File: src/rtl/round_robin_arbiter_pkg.sv
// Shared constants and FSM encoding for the round-robin arbiter.
package round_robin_arbiter_pkg;

    localparam int unsigned NumReq     = 8;
    localparam int unsigned IdxW       = 3;
    localparam int unsigned DefMaxHold = 16;

    typedef enum logic [1:0] {
        StIdle  = 2'b00,
        StGrant = 2'b01,
        StGap   = 2'b10
    } state_e;

endpackage

File: src/rtl/round_robin_arbiter_if.sv
// Request/grant bundle between the requesters (master) and the arbiter (slave).
interface round_robin_arbiter_if
    import round_robin_arbiter_pkg::*;
#(
    parameter int unsigned N_REQ = NumReq
) ();

    logic [N_REQ-1:0] req;
    logic             done;
    logic [N_REQ-1:0] gnt;
    logic [IdxW-1:0]  gnt_id;
    logic             gnt_valid;
    logic             timeout;

    modport master (
        output req, done,
        input  gnt, gnt_id, gnt_valid, timeout
    );

    modport slave (
        input  req, done,
        output gnt, gnt_id, gnt_valid, timeout
    );

endinterface

File: src/rtl/round_robin_arbiter_prio_enc_rot.sv
// Rotated priority search: first set bit of req starting at ptr, wrapping modulo NumReq.
module prio_enc_rot
    import round_robin_arbiter_pkg::*;
(
    input  logic [NumReq-1:0] req,
    input  logic [IdxW-1:0]   ptr,
    output logic [IdxW-1:0]   idx,
    output logic              found
);

    logic [2*NumReq-1:0] req_dbl;
    logic [NumReq-1:0]   req_rot;
    logic [IdxW-1:0]     offset;

    // Doubling the vector turns the wrap-around into a plain part-select.
    assign req_dbl = {req, req};
    assign req_rot = req_dbl[ptr +: NumReq];

    always_comb begin
        offset = '0;
        for (int i = NumReq - 1; i >= 0; i--) begin
            if (req_rot[i]) begin
                offset = IdxW'(i);
            end
        end
    end

    assign idx   = ptr + offset;
    assign found = |req;

endmodule

File: src/rtl/round_robin_arbiter.sv
// Round-robin arbiter with one-cycle gap between owners and optional hold timeout.
module round_robin_arbiter
    import round_robin_arbiter_pkg::*;
#(
    parameter int unsigned N_REQ    = NumReq,
    parameter int unsigned MAX_HOLD = DefMaxHold
) (
    input logic                  clk,
    input logic                  rst,
    round_robin_arbiter_if.slave bus
);

    localparam int unsigned     CntW     = (MAX_HOLD > 2) ? $clog2(MAX_HOLD) : 1;
    localparam bit              HoldEn   = (MAX_HOLD != 0);
    localparam logic [CntW-1:0] HoldLast = HoldEn ? CntW'(MAX_HOLD - 1) : '0;

    state_e           state_q, state_d;
    logic [IdxW-1:0]  ptr_q, ptr_d;
    logic [CntW-1:0]  cnt_q, cnt_d;
    logic [N_REQ-1:0] gnt_q, gnt_d;
    logic [IdxW-1:0]  gnt_id_q, gnt_id_d;
    logic             gnt_valid_q, gnt_valid_d;
    logic             timeout_q, timeout_d;

    logic [IdxW-1:0]  win_idx;
    logic             win_found;
    logic             owner_req;
    logic             hit_last;

    prio_enc_rot u_enc (
        .req   (bus.req),
        .ptr   (ptr_q),
        .idx   (win_idx),
        .found (win_found)
    );

    assign owner_req = bus.req[gnt_id_q];
    assign hit_last  = HoldEn && (cnt_q == HoldLast);

    always_comb begin
        state_d     = state_q;
        ptr_d       = ptr_q;
        cnt_d       = '0;
        gnt_d       = gnt_q;
        gnt_id_d    = gnt_id_q;
        gnt_valid_d = gnt_valid_q;
        timeout_d   = 1'b0;

        unique case (state_q)
            // IDLE and GAP arbitrate identically; ptr was already advanced on release.
            StIdle, StGap: begin
                gnt_d       = '0;
                gnt_id_d    = '0;
                gnt_valid_d = 1'b0;
                if (win_found) begin
                    state_d          = StGrant;
                    gnt_d[win_idx]   = 1'b1;
                    gnt_id_d         = win_idx;
                    gnt_valid_d      = 1'b1;
                end else begin
                    state_d = StIdle;
                end
            end
            StGrant: begin
                if (bus.done || !owner_req || hit_last) begin
                    state_d     = StGap;
                    gnt_d       = '0;
                    gnt_id_d    = '0;
                    gnt_valid_d = 1'b0;
                    ptr_d       = gnt_id_q + 1'b1;
                    // A voluntary release in the same cycle masks the timeout.
                    timeout_d   = hit_last && !bus.done && owner_req;
                end else begin
                    cnt_d = cnt_q + 1'b1;
                end
            end
            default: begin
                state_d     = StIdle;
                gnt_d       = '0;
                gnt_id_d    = '0;
                gnt_valid_d = 1'b0;
            end
        endcase
    end

    always_ff @(posedge clk or posedge rst) begin
        if (rst) begin
            state_q     <= StIdle;
            ptr_q       <= '0;
            cnt_q       <= '0;
            gnt_q       <= '0;
            gnt_id_q    <= '0;
            gnt_valid_q <= 1'b0;
            timeout_q   <= 1'b0;
        end else begin
            state_q     <= state_d;
            ptr_q       <= ptr_d;
            cnt_q       <= cnt_d;
            gnt_q       <= gnt_d;
            gnt_id_q    <= gnt_id_d;
            gnt_valid_q <= gnt_valid_d;
            timeout_q   <= timeout_d;
        end
    end

    assign bus.gnt       = gnt_q;
    assign bus.gnt_id    = gnt_id_q;
    assign bus.gnt_valid = gnt_valid_q;
    assign bus.timeout   = timeout_q;

endmodule

File: src/flat_wrapper.sv
// flat-port wrapper written by rule: the top's interface ports become plain ports
module round_robin_arbiter_flat import round_robin_arbiter_pkg::*;
#(
    parameter int unsigned N_REQ    = NumReq,
    parameter int unsigned MAX_HOLD = DefMaxHold
)
  (clk, rst, bus_req, bus_done, bus_gnt, bus_gnt_id, bus_gnt_valid, bus_timeout);
  round_robin_arbiter_if #(.N_REQ(N_REQ)) bus_i ();
  input logic clk;
  input logic rst;
  input wire logic [$bits(bus_i.req)-1:0] bus_req;
  input wire logic [$bits(bus_i.done)-1:0] bus_done;
  output wire logic [$bits(bus_i.gnt)-1:0] bus_gnt;
  output wire logic [$bits(bus_i.gnt_id)-1:0] bus_gnt_id;
  output wire logic [$bits(bus_i.gnt_valid)-1:0] bus_gnt_valid;
  output wire logic [$bits(bus_i.timeout)-1:0] bus_timeout;
  assign bus_i.req = bus_req;
  assign bus_i.done = bus_done;
  assign bus_gnt = bus_i.gnt;
  assign bus_gnt_id = bus_i.gnt_id;
  assign bus_gnt_valid = bus_i.gnt_valid;
  assign bus_timeout = bus_i.timeout;
  round_robin_arbiter #(.N_REQ(N_REQ), .MAX_HOLD(MAX_HOLD)) u_core (.clk(clk), .rst(rst), .bus(bus_i));
endmodule
File: config.mk
export PLATFORM = sky130hd
export DESIGN_NAME = round_robin_arbiter_flat
export DESIGN_NICKNAME = d
export VERILOG_FILES = /design/src/rtl/round_robin_arbiter_pkg.sv /design/src/rtl/round_robin_arbiter_if.sv /design/src/rtl/round_robin_arbiter_prio_enc_rot.sv /design/src/rtl/round_robin_arbiter.sv /design/src/flat_wrapper.sv
export SDC_FILE = /design/constraint.sdc
export NUM_CORES = 1
export LEC_CHECK = 0
export ABC_AREA = 1
export CAP_MARGIN = 20
export CORE_MARGIN = 1.5
export CORE_UTILIZATION = 50
export CTS_BUF_LIST = sky130_fd_sc_hd__clkbuf_8
export CTS_CLUSTER_DIAMETER = 50
export CTS_CLUSTER_SIZE = 40
export DETAILED_ROUTE_END_ITERATION = 7
export DONT_BUFFER_PORTS = 1
export HOLD_SLACK_MARGIN = 0.15
export PLACE_DENSITY = 0.77
export REMOVE_ABC_BUFFERS = 1
export SLEW_MARGIN = 5
export SYNTH_ARGS = -nofsm -noshare
export SYNTH_HDL_FRONTEND = slang
export SYNTH_SLANG_ARGS = --single-unit
File: constraint.sdc
create_clock -name clk -period 3.3 [get_ports clk]
set_clock_uncertainty 0.2 [all_clocks]
set_input_delay 0.33 -clock clk [delete_from_list [all_inputs] [get_ports clk]]
set_output_delay 0.33 -clock clk [all_outputs]
set_load 0.03 [all_outputs]
==> impl_results.html <==
<table>
<tr><th>Metric</th><th>Value</th></tr>
<tr><th colspan="2">Hold path</th></tr>
<tr><td>End point of the most critical hold path</td><td>u_core.bus.timeout$_DFF_PP0_</td></tr>
<tr><td>HP Start</td><td>u_core.state_q[1]$_DFFE_PP0P_</td></tr>
<tr><td>Hold path depth</td><td>1</td></tr>
<tr><td>Min-delay worst type</td><td>reg2reg</td></tr>
<tr><th colspan="2">Routing</th></tr>
<tr><td>Violation count after the first detailed-routing iteration</td><td>82</td></tr>
<tr><td>Total iterations of the first detailed-routing run</td><td>4</td></tr>
<tr><td>Total via count in the routed design</td><td>about 1300</td></tr>
<tr><td>Remaining number of nets flagged by the antenna check after routing</td><td>0</td></tr>
<tr><td>Avg WL per Cell</td><td>12.7 microns</td></tr>
<tr><td>DRC violations left</td><td>0</td></tr>
<tr><td>Wirelength, routed</td><td>around 3.3 mm</td></tr>
<tr><td>Post-DR vias/cell</td><td>roughly 5.2</td></tr>
<tr><th colspan="2">Synthesis</th></tr>
<tr><td>Netlist Area Pre-Place</td><td>roughly 0.0017 sq mm</td></tr>
<tr><td>Main flop type after synthesis</td><td>sky130_fd_sc_hd__dfrtp_1</td></tr>
<tr><td>Top post-synthesis cells by count</td><td>sky130_fd_sc_hd__nand2_1, sky130_fd_sc_hd__dfrtp_1, sky130_fd_sc_hd__nand3_1</td></tr>
<tr><td>Largest family of logic cells by synthesized area</td><td>simple AND/OR/NAND/NOR gates</td></tr>
<tr><td>Most common cell in the netlist</td><td>sky130_fd_sc_hd__nand2_1</td></tr>
<tr><td>Post-synthesis area per instance</td><td>8.09 sq um</td></tr>
<tr><td>Yosys warning count</td><td>0</td></tr>
<tr><td>Share of synthesized area occupied by flip-flops and latches</td><td>between 30% and 40%</td></tr>
<tr><td>Library cells used by synthesis</td><td>31</td></tr>
<tr><td>Number of enable flip-flop cells after synthesis</td><td>0</td></tr>
<tr><td>Fraction of synthesized area in multiplexers</td><td>0%</td></tr>
<tr><td>Post-Synth Simple-Gate Area</td><td>approximately 50%</td></tr>
<tr><td>Share of synthesized flip-flops with an asynchronous set or reset</td><td>100%</td></tr>
<tr><td>Synth area leaders</td><td>sky130_fd_sc_hd__dfrtp_1, sky130_fd_sc_hd__nand2_1, sky130_fd_sc_hd__nand3_2</td></tr>
<tr><td>Post-synthesis adder-cell area fraction</td><td>3.47%</td></tr>
<tr><td>Seq cells post-synth</td><td>22</td></tr>
<tr><td>Share of the synthesized area in compound gates (AO/OA/AOI/OAI)</td><td>4.53%</td></tr>
<tr><td>Instance count of the mapped netlist</td><td>roughly 210</td></tr>
<tr><td>Xor and xnor area share after synthesis</td><td>2.11%</td></tr>
<tr><td>Most area-hungry cell type in the Yosys netlist</td><td>sky130_fd_sc_hd__dfrtp_1</td></tr>
<tr><td>Share of the synthesized area in the top cell type</td><td>33.2%</td></tr>
<tr><th colspan="2">Place</th></tr>
<tr><td>Half-perimeter wire length after placement</td><td>between 2 and 3 mm</td></tr>
<tr><td>Weighted congestion at the end of routability-driven global placement</td><td>0.786</td></tr>
<tr><td>Setup Slack @ Placement</td><td>about 220 ps</td></tr>
<tr><td>Input/output buffers</td><td>0</td></tr>
<tr><th colspan="2">Run</th></tr>
<tr><td>Max-capacitance violation count</td><td>0</td></tr>
<tr><th colspan="2">Clock network</th></tr>
<tr><td>Clock latency of the later-clocked register in the worst-skew pair</td><td>270 ps</td></tr>
<tr><td>H-tree levels</td><td>1</td></tr>
<tr><td>Clock tree from TritonCTS</td><td>built</td></tr>
<tr><td>Clock slew seen by the registers of the worst setup and hold paths</td><td>80 ps</td></tr>
<tr><td>Clock Sinks</td><td>22</td></tr>
<tr><td>Number of post-CTS setup repair buffers</td><td>0</td></tr>
<tr><td>Clock root buffer</td><td>sky130_fd_sc_hd__clkbuf_8</td></tr>
<tr><td>Maximum buffer depth of the clock tree</td><td>2</td></tr>
<tr><td>CTS Buf Count</td><td>3</td></tr>
<tr><th colspan="2">Cells and area</th></tr>
<tr><td>Count of fill cells added during filler insertion</td><td>290</td></tr>
<tr><td>Nets@finish</td><td>between 200 and 250</td></tr>
<tr><td>Area added between synthesis and finish</td><td>8.91%</td></tr>
<tr><td>Fraction of layout instances using a drive strength above 1</td><td>roughly 27%</td></tr>
<tr><td>Antenna cell count</td><td>0</td></tr>
<tr><th colspan="2">Global routing</th></tr>
<tr><td>First-pass GRT wire length</td><td>~5.5 mm</td></tr>
<tr><td>Initial antenna violation count</td><td>0</td></tr>
<tr><td>Gr usage total</td><td>between 10% and 20%</td></tr>
<tr><td>Pin count of the biggest net entering global routing</td><td>23</td></tr>
<tr><td>Number of global-route vias before repair</td><td>between 1000 and 1500</td></tr>
<tr><td>Overall overflow remaining after global route</td><td>0</td></tr>
<tr><th colspan="2">Power and ir drop</th></tr>
<tr><td>Power per unit of standard cell area</td><td>~1200 mW/mm^2</td></tr>
<tr><td>Largest voltage drop on the vdd net</td><td>~0.63 mV</td></tr>
<tr><td>Leakage power</td><td>0.000944 uW</td></tr>
<tr><th colspan="2">Timing</th></tr>
<tr><td>Highest clock rate</td><td>roughly 340 MHz</td></tr>
<tr><td>Final setup viols</td><td>0</td></tr>
<tr><td>Hold violation count in the final report</td><td>0</td></tr>
<tr><td>Unrepaired setup endpoints after global routing</td><td>false</td></tr>
<tr><td>Max transition margin</td><td>45.5%</td></tr>
<tr><td>Final setup TNS</td><td>0 ps</td></tr>
<tr><td>Final number of max-transition violations</td><td>0</td></tr>
<tr><td>Share of the clock period used by the worst path</td><td>89.0%</td></tr>
<tr><td>Setup slack after layout</td><td>~360 ps</td></tr>
<tr><td>Worst-Margin Slew</td><td>around 800 ps</td></tr>
<tr><td>Final critical-path required period</td><td>2940 ps</td></tr>
<tr><th colspan="2">Worst setup path</th></tr>
<tr><td>Signal arrival time at the worst endpoint</td><td>2890 ps</td></tr>
<tr><td>R2r worst-path depth</td><td>20</td></tr>
<tr><td>CP startpoint kind</td><td>flip-flop</td></tr>
<tr><td>Critical Path End Type</td><td>flip-flop</td></tr>
<tr><td>Crit Reg-Reg Endpoint</td><td>u_core.bus.gnt[0]$_DFFE_PP0P_</td></tr>
<tr><td>Largest fanout of any net on the critical path</td><td>11</td></tr>
<tr><td>Worst-case register-to-register setup slack</td><td>360 ps</td></tr>
<tr><td>Critical path type</td><td>reg2reg</td></tr>
<tr><td>Worst EP required</td><td>3260 ps</td></tr>
<tr><td>Critical R2R Launch</td><td>u_core.ptr_q[0]$_DFFE_PP0P_</td></tr>
<tr><th colspan="2">Floorplan</th></tr>
<tr><td>Die footprint</td><td>0.00367 sq mm</td></tr>
<tr><td>FP Rows</td><td>20</td></tr>
<tr><td>Die width</td><td>60.6 microns</td></tr>
<tr><td>Initial Utilization</td><td>a little over half</td></tr>
<tr><td>Die Span Y</td><td>60.6 microns</td></tr>
<tr><td>Num ports</td><td>24</td></tr>
<tr><td>Core area</td><td>~0.0031 sq mm</td></tr>
<tr><th colspan="2">Status</th></tr>
<tr><td>Result of the run</td><td>complete, no violations</td></tr>
</table>
cells by family after synthesis:
kind of cell / after synthesis
simple gates: 140
buf+inv: 23
flops: 22
compound gates: 12
xor+xnor: 4
fa+ha+maj: 4
placed cells by master (no fill, tap or decap), drive strengths merged:
cell,Yosys,routed
nand2,83,83
nor2,15,15
nand4,5,5
o22ai,2,2
ha,3,3
xor2,2,2
xnor2,2,2
clkbuf,0,3
nor4,3,3
dlygate4sd3,0,2
fa,1,1
bufinv,0,1
o21ai,8,8
dfrtp,22,22
o21bai,1,1
a21boi,1,1
buf,3,4
nor3,1,1
nand3,33,33
inv,20,20
what timing repair did:
item	CTS	global route
gates resized for setup	0	1
hold endpoints to repair	23	0
endpoints found under the setup margin	0	8
hold buffers	2	0
how the worst max path moves through the flow:
stage,startpoint,to,slack [ps],depth (start not counted)
floorplan,u_core.ptr_q[0]$_DFFE_PP0P_,u_core.bus.gnt[0]$_DFFE_PP0P_,350,19
detailed placement,u_core.ptr_q[0]$_DFFE_PP0P_,u_core.bus.gnt[0]$_DFFE_PP0P_,220,19
finish,u_core.ptr_q[0]$_DFFE_PP0P_,u_core.bus.gnt[0]$_DFFE_PP0P_,360,20
CTS,u_core.ptr_q[0]$_DFFE_PP0P_,u_core.bus.gnt[0]$_DFFE_PP0P_,210,19
global route,u_core.ptr_q[1]$_DFFE_PP0P_,u_core.bus.gnt[3]$_DFFE_PP0P_,70,19
global placement,u_core.ptr_q[0]$_DFFE_PP0P_,u_core.bus.gnt[1]$_DFFE_PP0P_,310,19
state kept, by name, summed over array words and instances (netlist names):
signal,count
u_core.bus.gnt,8
u_core.cnt_q,4
u_core.bus.gnt_id,3
u_core.ptr_q,3
u_core.state_q,2
u_core.bus.gnt_valid,1
u_core.bus.timeout,1
where the power goes:
part	switching, uW	internal, uW	leakage (uW)	total (uW)
logic	831	478	0.000617	1310
clock network	85.8	162	0.0000357	248
registers	206	358	0.000291	563
metrics by stage:
step,instances,area [sq um],hold WS [ps],utilization [%],total power (uW)
after floorplan,202,1630,119,-,1580
after global placement,250,1710,211,55.2,1840
after detailed placement,250,1710,207,55.2,1870
after CTS,256,1800,238,58.1,2140
after global routing,256,1810,254,58.2,2330
final,256,1810,236,58.2,2120
critical path, stage by stage, from the launching register on:
cell and delay [ps]:
sky130_fd_sc_hd__dfrtp_2 520, sky130_fd_sc_hd__inv_8 160, sky130_fd_sc_hd__nand2_4 60, sky130_fd_sc_hd__nand3_1 90, sky130_fd_sc_hd__nand3_1 90, sky130_fd_sc_hd__nand2_1 130
sky130_fd_sc_hd__inv_1 50, sky130_fd_sc_hd__nand2_1 60, sky130_fd_sc_hd__nand2_1 40, sky130_fd_sc_hd__nand2_1 50, sky130_fd_sc_hd__nand2_1 40, sky130_fd_sc_hd__a21boi_0 150
sky130_fd_sc_hd__ha_1 160, sky130_fd_sc_hd__inv_1 50, sky130_fd_sc_hd__fa_1 400, sky130_fd_sc_hd__xor2_1 180, sky130_fd_sc_hd__inv_1 90, sky130_fd_sc_hd__nand3_4 120
sky130_fd_sc_hd__nand2_4 70, sky130_fd_sc_hd__nand3_1 70, sky130_fd_sc_hd__nand2_1 60
cell type report:
type	count	area [sq um]	share of cell area (%)
Timing Repair Buffer	6	50.0	2.77
Multi-Input combinational cell	160	992	55.0
Tap cell	44	55.1	3.05
Clock buffer	3	41.3	2.29
Sequential cell	22	552	30.6
Clock inverter	1	30.0	1.66
Inverter	20	85.1	4.71
routing by layer:
metal	up-vias	GRT usage, %	wire [microns]	share of wire [%]
met5	-	0	0	0
met4	0	7.14	42	1.3
met3	5	2.56	118	3.6
met2	23	34.9	1610	49
met1	620	25.1	1480	46
li1	687	-	-	-
Power figures use the tool's default switching activity.
